File: config.mk
export PLATFORM = sky130hd
export DESIGN_NAME = range_loader_flat
export DESIGN_NICKNAME = d
export VERILOG_FILES = /design/src/rtl/day2_pkg.sv /design/src/rtl/range_loader_if.sv /design/src/rtl/dec_accum.sv /design/src/rtl/range_loader.sv /design/src/flat_wrapper.sv
export SDC_FILE = /design/constraint.sdc
export NUM_CORES = 1
export LEC_CHECK = 0
export BUFFER_PORTS_ARGS = -buffer_cell sky130_fd_sc_hd__buf_4
export CORE_ASPECT_RATIO = 0.75
export CORE_UTILIZATION = 51
export CTS_BUF_LIST = sky130_fd_sc_hd__clkbuf_8
export DETAILED_ROUTE_END_ITERATION = 16
export GPL_TIMING_DRIVEN = 0
export PLACE_DENSITY_LB_ADDON = 0.12
export SLEW_MARGIN = 20
export SYNTH_ARGS = -nofsm -noshare
export SYNTH_HDL_FRONTEND = slang
export SYNTH_SLANG_ARGS = --single-unit
File: constraint.sdc
create_clock -name clk -period 13.39 [get_ports clk]
set_input_delay 2.0085 -clock clk [delete_from_list [all_inputs] [get_ports clk]]
set_output_delay 2.0085 -clock clk [all_outputs]
set_load 0.05 [all_outputs]
File: src/rtl/day2_pkg.sv
// Shared constants, FSM state encoding and byte classification for the range loader.
package day2_pkg;

    localparam int RANGE_W = 64;

    localparam logic [7:0] CH_0     = 8'h30;
    localparam logic [7:0] CH_9     = 8'h39;
    localparam logic [7:0] CH_DASH  = 8'h2D;
    localparam logic [7:0] CH_COMMA = 8'h2C;
    localparam logic [7:0] CH_LF    = 8'h0A;
    localparam logic [7:0] CH_CR    = 8'h0D;

    typedef enum logic [2:0] {
        S_START,
        S_END,
        S_EMIT,
        S_DONE,
        S_ERR
    } state_e;

    typedef enum logic [2:0] {
        CLS_DIGIT,
        CLS_DASH,
        CLS_COMMA,
        CLS_WS,
        CLS_BAD
    } byte_class_e;

    function automatic byte_class_e classify(input logic [7:0] b);
        if (b >= CH_0 && b <= CH_9) return CLS_DIGIT;
        if (b == CH_DASH)           return CLS_DASH;
        if (b == CH_COMMA)          return CLS_COMMA;
        if (b == CH_LF || b == CH_CR) return CLS_WS;
        return CLS_BAD;
    endfunction

endpackage

File: src/rtl/range_loader_if.sv
// Byte-stream input and range-memory write bundle between source, loader and solver.
interface range_loader_if
    import day2_pkg::*;
#(
    parameter int ADDR_W = 6
);
    logic                   in_valid;
    logic [7:0]             in_data;
    logic                   in_last;
    logic                   in_ready;
    logic                   wr_en;
    logic [ADDR_W-1:0]      wr_addr;
    logic [2*RANGE_W-1:0]   wr_data;
    logic [ADDR_W:0]        range_count;
    logic                   done;
    logic                   error;

    modport slave (
        input  in_valid, in_data, in_last,
        output in_ready, wr_en, wr_addr, wr_data, range_count, done, error
    );

    modport master (
        output in_valid, in_data, in_last,
        input  in_ready, wr_en, wr_addr, wr_data, range_count, done, error
    );
endinterface

File: src/rtl/dec_accum.sv
// Decimal accumulator: acc <= acc*10 + digit, with a 4-bit headroom overflow flag.
module dec_accum #(
    parameter int W = 64
) (
    input  logic         clk,
    input  logic         rst,
    input  logic         clr_i,
    input  logic         en_i,
    input  logic [3:0]   digit_i,
    output logic [W-1:0] acc_o,
    output logic [W-1:0] nxt_o,
    output logic         ovf_o
);

    logic [W-1:0] acc_q;
    logic [W+3:0] acc_d;

    // x10 of a W-bit value plus 9 always fits in W+4 bits, so the top nibble is the overflow
    assign acc_d = {4'b0000, acc_q} * (W+4)'(10) + {{W{1'b0}}, digit_i};
    assign nxt_o = acc_d[W-1:0];
    assign ovf_o = |acc_d[W+3:W];
    assign acc_o = acc_q;

    always_ff @(posedge clk or posedge rst) begin
        if (rst) begin
            acc_q <= '0;
        end else if (clr_i) begin
            acc_q <= '0;
        end else if (en_i) begin
            acc_q <= acc_d[W-1:0];
        end
    end

endmodule

File: src/rtl/range_loader.sv
// Parses an ASCII "a-b,c-d,..." stream into {end,start} range records for the solver.
// S_START: start value | S_END: end value | S_EMIT: write bubble | S_DONE / S_ERR: sticky.
module range_loader
    import day2_pkg::*;
#(
    parameter int RANGE_COUNT = 38,
    parameter int ADDR_W      = 6
) (
    input  logic           clk,
    input  logic           rst,
    range_loader_if.slave  bus
);

    localparam logic [ADDR_W:0] CAP = (ADDR_W+1)'(RANGE_COUNT);

    state_e                 state_q;
    logic                   seen_q;
    logic                   fin_q;
    logic [RANGE_W-1:0]     start_q;
    logic [ADDR_W:0]        count_q;
    logic                   wr_en_q;
    logic [ADDR_W-1:0]      wr_addr_q;
    logic [2*RANGE_W-1:0]   wr_data_q;
    logic                   done_q;
    logic                   error_q;

    logic                   accept;
    byte_class_e            cls;
    logic [RANGE_W-1:0]     acc_q;
    logic [RANGE_W-1:0]     acc_nxt;
    logic                   acc_ovf;
    logic                   acc_en;
    logic                   acc_clr;
    logic                   commit;
    logic                   fail;
    logic                   finish;
    logic [RANGE_W-1:0]     end_val;

    assign bus.in_ready    = (state_q == S_START) || (state_q == S_END);
    assign bus.wr_en       = wr_en_q;
    assign bus.wr_addr     = wr_addr_q;
    assign bus.wr_data     = wr_data_q;
    assign bus.range_count = count_q;
    assign bus.done        = done_q;
    assign bus.error       = error_q;

    assign accept  = bus.in_valid && bus.in_ready;
    assign cls     = classify(bus.in_data);
    assign acc_en  = accept && (cls == CLS_DIGIT);
    assign acc_clr = accept && (cls == CLS_DASH || cls == CLS_COMMA);

    dec_accum #(.W(RANGE_W)) u_acc (
        .clk     (clk),
        .rst     (rst),
        .clr_i   (acc_clr),
        .en_i    (acc_en),
        .digit_i (bus.in_data[3:0]),
        .acc_o   (acc_q),
        .nxt_o   (acc_nxt),
        .ovf_o   (acc_ovf)
    );

    always_comb begin
        commit  = 1'b0;
        fail    = 1'b0;
        finish  = 1'b0;
        end_val = acc_q;
        if (accept) begin
            case (state_q)
                S_START: begin
                    case (cls)
                        CLS_DIGIT: fail = acc_ovf || bus.in_last;
                        CLS_DASH:  fail = !seen_q || bus.in_last;
                        CLS_WS: begin
                            if (bus.in_last) begin
                                fail   = seen_q;
                                finish = !seen_q;
                            end
                        end
                        default:   fail = 1'b1;
                    endcase
                end
                S_END: begin
                    case (cls)
                        CLS_DIGIT: begin
                            if (acc_ovf) begin
                                fail = 1'b1;
                            end else if (bus.in_last) begin
                                commit  = 1'b1;
                                end_val = acc_nxt;
                            end
                        end
                        CLS_COMMA: begin
                            fail   = !seen_q;
                            commit = seen_q;
                        end
                        CLS_WS: begin
                            if (bus.in_last) begin
                                fail   = !seen_q;
                                commit = seen_q;
                            end
                        end
                        default:   fail = 1'b1;
                    endcase
                end
                default: ;
            endcase
        end
        // Inverted or overflowing records turn into an error in place of the emit
        if (commit && (start_q > end_val || count_q == CAP)) begin
            commit = 1'b0;
            fail   = 1'b1;
        end
    end

    always_ff @(posedge clk or posedge rst) begin
        if (rst) begin
            state_q   <= S_START;
            seen_q    <= 1'b0;
            fin_q     <= 1'b0;
            start_q   <= '0;
            count_q   <= '0;
            wr_en_q   <= 1'b0;
            wr_addr_q <= '0;
            wr_data_q <= '0;
            done_q    <= 1'b0;
            error_q   <= 1'b0;
        end else begin
            case (state_q)
                S_START, S_END: begin
                    if (accept) begin
                        if (fail) begin
                            state_q <= S_ERR;
                            error_q <= 1'b1;
                        end else if (commit) begin
                            state_q   <= S_EMIT;
                            wr_en_q   <= 1'b1;
                            wr_addr_q <= count_q[ADDR_W-1:0];
                            wr_data_q <= {end_val, start_q};
                            count_q   <= count_q + {{ADDR_W{1'b0}}, 1'b1};
                            seen_q    <= 1'b0;
                            fin_q     <= bus.in_last;
                        end else if (finish) begin
                            state_q <= S_DONE;
                            done_q  <= 1'b1;
                        end else if (cls == CLS_DIGIT) begin
                            seen_q <= 1'b1;
                        end else if (cls == CLS_DASH) begin
                            start_q <= acc_q;
                            seen_q  <= 1'b0;
                            state_q <= S_END;
                        end
                    end
                end
                S_EMIT: begin
                    wr_en_q <= 1'b0;
                    if (fin_q) begin
                        state_q <= S_DONE;
                        done_q  <= 1'b1;
                    end else begin
                        state_q <= S_START;
                    end
                end
                default: ;
            endcase
        end
    end

endmodule

File: src/flat_wrapper.sv
// flat-port wrapper written by rule: the top's interface ports become plain ports
module range_loader_flat import day2_pkg::*;
#(
    parameter int RANGE_COUNT = 38,
    parameter int ADDR_W      = 6
)
  (clk, rst, bus_in_valid, bus_in_data, bus_in_last, bus_in_ready, bus_wr_en, bus_wr_addr, bus_wr_data, bus_range_count, bus_done, bus_error);
  range_loader_if #(.ADDR_W(ADDR_W)) bus_i ();
  input  logic clk;
  input  logic rst;
  input wire logic [$bits(bus_i.in_valid)-1:0] bus_in_valid;
  input wire logic [$bits(bus_i.in_data)-1:0] bus_in_data;
  input wire logic [$bits(bus_i.in_last)-1:0] bus_in_last;
  output wire logic [$bits(bus_i.in_ready)-1:0] bus_in_ready;
  output wire logic [$bits(bus_i.wr_en)-1:0] bus_wr_en;
  output wire logic [$bits(bus_i.wr_addr)-1:0] bus_wr_addr;
  output wire logic [$bits(bus_i.wr_data)-1:0] bus_wr_data;
  output wire logic [$bits(bus_i.range_count)-1:0] bus_range_count;
  output wire logic [$bits(bus_i.done)-1:0] bus_done;
  output wire logic [$bits(bus_i.error)-1:0] bus_error;
  assign bus_i.in_valid = bus_in_valid;
  assign bus_i.in_data = bus_in_data;
  assign bus_i.in_last = bus_in_last;
  assign bus_in_ready = bus_i.in_ready;
  assign bus_wr_en = bus_i.wr_en;
  assign bus_wr_addr = bus_i.wr_addr;
  assign bus_wr_data = bus_i.wr_data;
  assign bus_range_count = bus_i.range_count;
  assign bus_done = bus_i.done;
  assign bus_error = bus_i.error;
  range_loader #(.RANGE_COUNT(RANGE_COUNT), .ADDR_W(ADDR_W)) u_core (.clk(clk), .rst(rst), .bus(bus_i));
endmodule
==> metrics, run 1 <==
Clock Latency Late Sink=0.61 ns; CTS tree=done; Post-CTS Hold Fix Bufs=0; gpl congestion=0.9614; clock sink total=about 280; I/O pin cnt=~160; Rows=62; antenna viol nets, final=0; Critical Path AT=roughly 12 ns; hold path depth=1; post-synthesis sequential area ratio=roughly a third; Critical-path top delay cell=a311oi_1; Cells after Synth=~2000; DP Area=roughly 22000 um^2; fmax=0.08976 GHz; fillers=~3300; core area=38550 um^2; Post-Syn Area=between 20000 and 25000 um^2; CTS root buf=clkbuf_8; share of post-route cells with drive strength above 1=20.38%; clock buffer depth=3; dpl ws=around 2.6 ns; CP Max Fanout=10; CP required=13.85 ns; Hold WS=a little under 0.5 ns; RR Startpoint=u_core.u_acc.acc_o[44]; DR iter-0 viols=roughly 1400; number of max-cap violations=0; CP Capture Type=register; Tightest Pin Transition=1.188 ns; CTS buffer count=46; minimum clock period=about 11 ns; largest net degree at the start of global routing=between 90 and 100; total track usage=about a third; Layout Nets=roughly 2400; initial antenna violation count=0; DP Wirelength=about 53000 um; via count=around 17000; pwr dens=~70 nW/um^2; post-route cell area=roughly 23000 um^2; clk slew on worst S/H paths=0.06 ns; status=finished clean; Setup crit start kind=register; #FFs+latches synth=277; commonest non-fill, non-tap cell in the layout=dfrtp_1; Leakage=11.18 nW; Reg2Reg Depth=32; asr flop ratio synth=100.0%; routed length per instance=23.79 um; Slew headroom=slightly above 20%; Synthesis Warnings=0; Placed Cells=around 2600; vias per cell=~6; post-synth top area cell=dfrtp_1; Die ar.=between 40000 and 50000 um^2; Reg2Reg Setup Slack=between 2 and 2.5 ns; Synth area leaders=dfrtp_1 (35%), ha_1 (12%), mux2i_1 (6.3%), mux2_2 (5.4%), mux2_4 (3.0%); synthesized area per cell=10.22 um^2; setup TNS=0 ns; drt first pass iters=5; first-pass GRT wire length=roughly 100000 um; syn_nets=about 2200; htree depth=2; Pwr Total=~1.6 mW; Crit path largest cell delay=0.86 ns; ys flop type=dfrtp_1; Layout area overhead=13.70%; number of port buffers=156; worst min path class=reg2reg; number of flops mapped to enable cells by yosys=0; VDD IR max=a little under 60 uV; diode count=0; grt ovf=0; initial core utilization=a little over half; R2R Path End=u_core.bus.wr_addr[1]; utilization after layout=approximately three fifths; Unique masters post-synth=102; crit path kind=reg2reg; Final Hold Vio Count=0; Worst Setup Slack, final=2.249 ns; Die Ht=173.8 um; most frequent cells in the layout=dfrtp_1 (277), ha_1 (193), buf_4 (174); Final Max Tran Viols=0; Final Instance Count excl. Fillers=around 2700; hold wc startpoint=u_core.bus.error; RSZ-0062 raised after global routing=no; hold endpoint=u_core.bus.error; final WL=~65000 um; die width=between 200 and 250 um; Setup Skew=~0.032 ns; setup bufs post-CTS=0; final setup fails=0; DR DRC count=0; Top cell by count, worst path=a21o_1; Yosys top cell area share=34.54%; CTS resizes=0; Period Utilization, post-route=83.21%; vias in the first global route=15807
## layout make-up
type	instances	area [um^2]	area share, %
inverter	88	337.8	1.480
timing repair buffer	159	1254	5.494
buffer	91	598.1	2.621
sequential	277	6932	30.38
tap	512	640.6	2.807
clock buffer	51	701.9	3.076
multi-input combinational	1508	12220	53.57
clock inverter	29	131.4	0.5757
## routing by layer
metal	routed length, um	track usage, %
met5	0	0
met4	755	5.243
met3	7329	9.852
met2	23440	39.60
met1	33070	53.09
## sequential cells by signal (all words and copies together), names as in the netlist
| name | flops |
|---|---|
| u_core.bus.wr_addr | 6 |
| u_core.bus.done | 1 |
| u_core.bus.range_count | 7 |
| u_core.bus.wr_en | 1 |
| u_core.bus.wr_data | 128 |
| u_core.start_q | 64 |
| u_core.state_q | 3 |
| u_core.seen_q | 1 |
| u_core.fin_q | 1 |
| u_core.bus.error | 1 |
| u_core.u_acc.acc_o | 64 |
## how the worst max path moves through the flow
stage / from / to / slack [ns] / depth (start not counted)
global placement: rst / u_core.start_q[11] / 0.75 / 2
detailed placement: u_core.u_acc.acc_o[44] / u_core.bus.wr_addr[1] / 2.57 / 32
global route: u_core.u_acc.acc_o[44] / u_core.bus.wr_addr[2] / 1.90 / 32
finish: u_core.u_acc.acc_o[44] / u_core.bus.wr_addr[1] / 2.25 / 32
floorplan: rst / u_core.bus.done / 3.74 / 1
CTS: u_core.u_acc.acc_o[8] / u_core.bus.wr_addr[1] / 2.53 / 31
## cell usage after synthesis (8+ instances only)
cell type  count
a211oi_1      11
a21o_1        41
a21oi_1      110
a22o_1        66
and2_1        19
and3_1        15
and4_1        22
buf_2         19
buf_4         18
buf_6          9
clkbuf_1      39
dfrtp_1      277
ha_1         193
inv_1         88
mux2_2        96
mux2_4        40
mux2i_1      127
nand2_1      136
nand3_1       40
nand4_1       56
nor2_1        89
nor2b_1       17
nor3_1        31
nor4_1        12
o211a_1        8
o211ai_1      11
o21a_1        14
o21ai_0       69
o21ai_1       17
or3_1         14
xnor2_1       64
xor2_1        33
## cell families (layout without fill, tap and decap cells)
logic type,after synthesis,after routing,synth area share [%]
DFF,277,277,34.54
AOI/OAI and AO/OA,438,438,15.45
adders and majority gates,195,195,12.23
xor gates and xnor gates,100,100,4.532
buffers and inverters,179,418,4.626
and+or+nand+nor,508,508,13.69
muxes,267,267,14.94
## critical path: cells and delay by family, from the launching register on
family / cells / cell delay (ns)
flops: 1 / 0.60
buf+inv: 6 / 1.39
fa+ha+maj: 3 / 0.91
simple gates: 7 / 2.21
mux: 2 / 0.71
compound gates: 14 / 5.14
## where the power goes
part	leakage, nW	internal (mW)	total [mW]	switching, mW
sequential	3.51	0.840	0.845	0.00482
clock	0.510	0.349	0.706	0.358
combinational	7.16	0.0247	0.0745	0.0498
Note: power is estimated with default switching activity, not from simulation.
==> run 2, diff against run 1 <==
--- a/config.mk
+++ b/config.mk
@@ -5,6 +5,7 @@
 export SDC_FILE = /design/constraint.sdc
 export NUM_CORES = 1
 export LEC_CHECK = 0
+export ABC_AREA = 1
 export BUFFER_PORTS_ARGS = -buffer_cell sky130_fd_sc_hd__buf_4
 export CORE_ASPECT_RATIO = 0.75
 export CORE_UTILIZATION = 51
==> constraint.sdc (replaced) <==
create_clock -name clk -period 11.1 [get_ports clk]
set_input_delay 1.665 -clock clk [delete_from_list [all_inputs] [get_ports clk]]
set_output_delay 1.665 -clock clk [all_outputs]
set_load 0.05 [all_outputs]
==> run 2 against run 1 <==
Sequential cell count unchanged. Final cell count up 57%. Clock skew down 0.012 ns. Synthesized area up 14%. Core utilization down 0.73 points. Via count up 37%. First-iteration DRC count up 59%. Combinational power rose to 16 times the previous value. Die area up 14%. Worst hold slack about the same. Cell area up 12%. Clock power up 16%. Critical path type unchanged. Critical endpoint is now u_core.start_q[23].
==> metrics, run 2 <==
CP required=roughly 12 ns; routed length per instance=19.17 um; Final Max Tran Viols=0; crit path kind=reg2reg; Crit path largest cell delay=~0.79 ns; commonest non-fill, non-tap cell in the layout=nand2_1; post-synth top area cell=dfrtp_1; hold wc startpoint=u_core.bus.done; Placed Cells=4190; share of post-route cells with drive strength above 1=around an eighth; number of flip-flops in the largest register=around 130; I/O pin cnt=roughly 160; CTS root buf=clkbuf_8; asr flop ratio synth=100.0%; Period Utilization, post-route=approximately 83%; initial core utilization=a little over half; CTS tree=done; die width=approximately 250 um; initial antenna violation count=0; minimum clock period=around 9 ns; Cells after Synth=around 3500; via count=22887; Layout area overhead=11.91%; number of max-cap violations=0; Die Ht=between 150 and 200 um; most frequent cells in the layout=nand2_1 (1161), inv_1 (666), dfrtp_1 (277); htree depth=2; synthesized area per cell=around 6.6 um^2; RSZ-0062 raised after global routing=no; number of port buffers=156; final setup fails=0; #FFs+latches synth=approximately 280; clock sink total=277; Critical-path top delay cell=nor4b_1; Synth area leaders=dfrtp_1 (30%), nand2_1 (19%), inv_1 (11%), ha_1 (11%), nand3_1 (4.2%); antenna viol nets, final=0; total track usage=a little over a third; vias per cell=roughly 5.4; Post-synth top cells=nand2_1 (1161), inv_1 (656), dfrtp_1 (277), nand3_1 (194), ha_1 (193); first-pass GRT wire length=123100 um; core area=about 44000 um^2; status=finished clean; Worst Setup Slack, final=1.851 ns; count leader, synth=nand2_1; Rows=66; clk slew on worst S/H paths=approximately 0.070 ns; fmax=about 0.11 GHz; syn_nets=between 3000 and 4000; CTS buffer count=40; gpl congestion=0.9928; CP Max Fanout=10; Unique masters post-synth=55; Leakage=15.36 nW; setup bufs post-CTS=0; drt first pass iters=6; pwr dens=about 120 nW/um^2; Die ar.=45690 um^2; Multi-input gate area=between 10000 and 15000 um^2; Yosys top cell area share=between 30% and 40%; VDD IR max=95.98 uV; RR Startpoint=u_core.u_acc.acc_o[39]; Slew headroom=roughly a third; diode count=0; number of flops mapped to enable cells by yosys=0; Tightest Pin Transition=between 0.9 and 1 ns; grt ovf=0; Post-Syn Area=around 23000 um^2; DR DRC count=0; ys flop type=dfrtp_1; fillers=4302; DP Area=around 25000 um^2; CP Capture Type=register; Setup Skew=between 0.02 and 0.025 ns; crit path launch=u_core.u_acc.acc_o[39]; register area=around 7000 um^2; Top cell by count, worst path=nand2_1; post-synthesis sequential area ratio=a little under a third; Clock Latency Late Sink=between 0.5 and 0.6 ns; clock buffer depth=3; post-route cell area=25590 um^2; Synthesis Warnings=0; dpl ws=between 2 and 2.5 ns; worst min path class=reg2reg; vias in the first global route=~22000; final WL=between 80000 and 90000 um; Hold WS=0.4867 ns; CTS resizes=0; Final Hold Vio Count=0; Layout Nets=just under 4000; largest net degree at the start of global routing=103; Post-CTS Hold Fix Bufs=0; Critical Path AT=~9.7 ns; DP Wirelength=around 68000 um; Final Instance Count excl. Fillers=between 4000 and 5000; Setup crit start kind=register; DR iter-0 viols=~2200
[run 2: changes by cell type after synthesis, sizes merged, moves of 66 or more]
cell	delta
inv	+594
a22o	-66
nor2	+122
nand3	+198
mux2i	-127
mux2	-138
nand2	+1077
o21ai	+167
[run 2: layer usage]
layer / track usage, % / wire length, um
met5: 0 / 0
met3: 8.476 / 8127
met4: 8.593 / 1926
met2: 55.98 / 35280
met1: 49.61 / 36240
[run 2: cell families (layout without fill, tap and decap cells)]
kind of cell | Yosys count | count (layout) | synth area share (%)
compound gates | 383 | 383 | 8.866
flops | 277 | 277 | 30.32
buf+inv | 766 | 990 | 13.56
xor+xnor | 63 | 63 | 2.413
fa+ha+maj | 195 | 195 | 10.74
simple gates | 1768 | 1768 | 33.98
mux | 2 | 2 | 0.1313
[run 2: area by class of cell]
class / count / share of cell area, %
Multi-Input combinational cell: 2411 / 50.15
Sequential cell: 277 / 27.09
Inverter: 685 / 10.09
Timing Repair Buffer: 158 / 4.792
Tap cell: 578 / 2.826
Clock buffer: 51 / 2.743
Buffer: 81 / 2.054
Clock inverter: 15 / 0.2543
[run 2: metrics by stage]
step	total power [mW]	util, %	TNS (ns)
2_1_floorplan	1.831	-	0
3_3_place_gp	2.141	56.57	-327.00
3_5_place_dp	2.157	56.71	0
4_1_cts	2.971	58.46	0
5_1_grt	3.172	58.46	0
6_report	3.008	58.46	0
[run 2: final timing paths]
check / slack (ns) / cells past startpoint / endpoint
worst max register to register: 1.85 / 39 / u_core.start_q[23]
worst min register to register: 0.49 / 1 / u_core.bus.done
worst max-delay path: 1.85 / 39 / u_core.start_q[23]
worst min-delay path: 0.49 / 1 / u_core.bus.done
min in group asynchronous: 1.19 / 2 / u_core.bus.wr_data[55]
max in group asynchronous: 8.95 / 3 / u_core.bus.wr_data[81]
[run 2: critical path, delay by kind of cell, from the launching register on]
kind	cells	cell delay, ns
DFF	1	0.44
AOI/OAI and AO/OA	2	0.88
adders and majority gates	3	1.04
buffers and inverters	7	1.08
and+or+nand+nor	27	5.68
[run 2: power by group]
| part | internal [mW] | leakage [nW] | switching (mW) | total [mW] |
|---|---|---|---|---|
| Combinational | 0.311 | 11.8 | 0.855 | 1.17 |
| Clock | 0.410 | 0.442 | 0.412 | 0.822 |
| Sequential | 1.01 | 3.17 | 0.00654 | 1.02 |
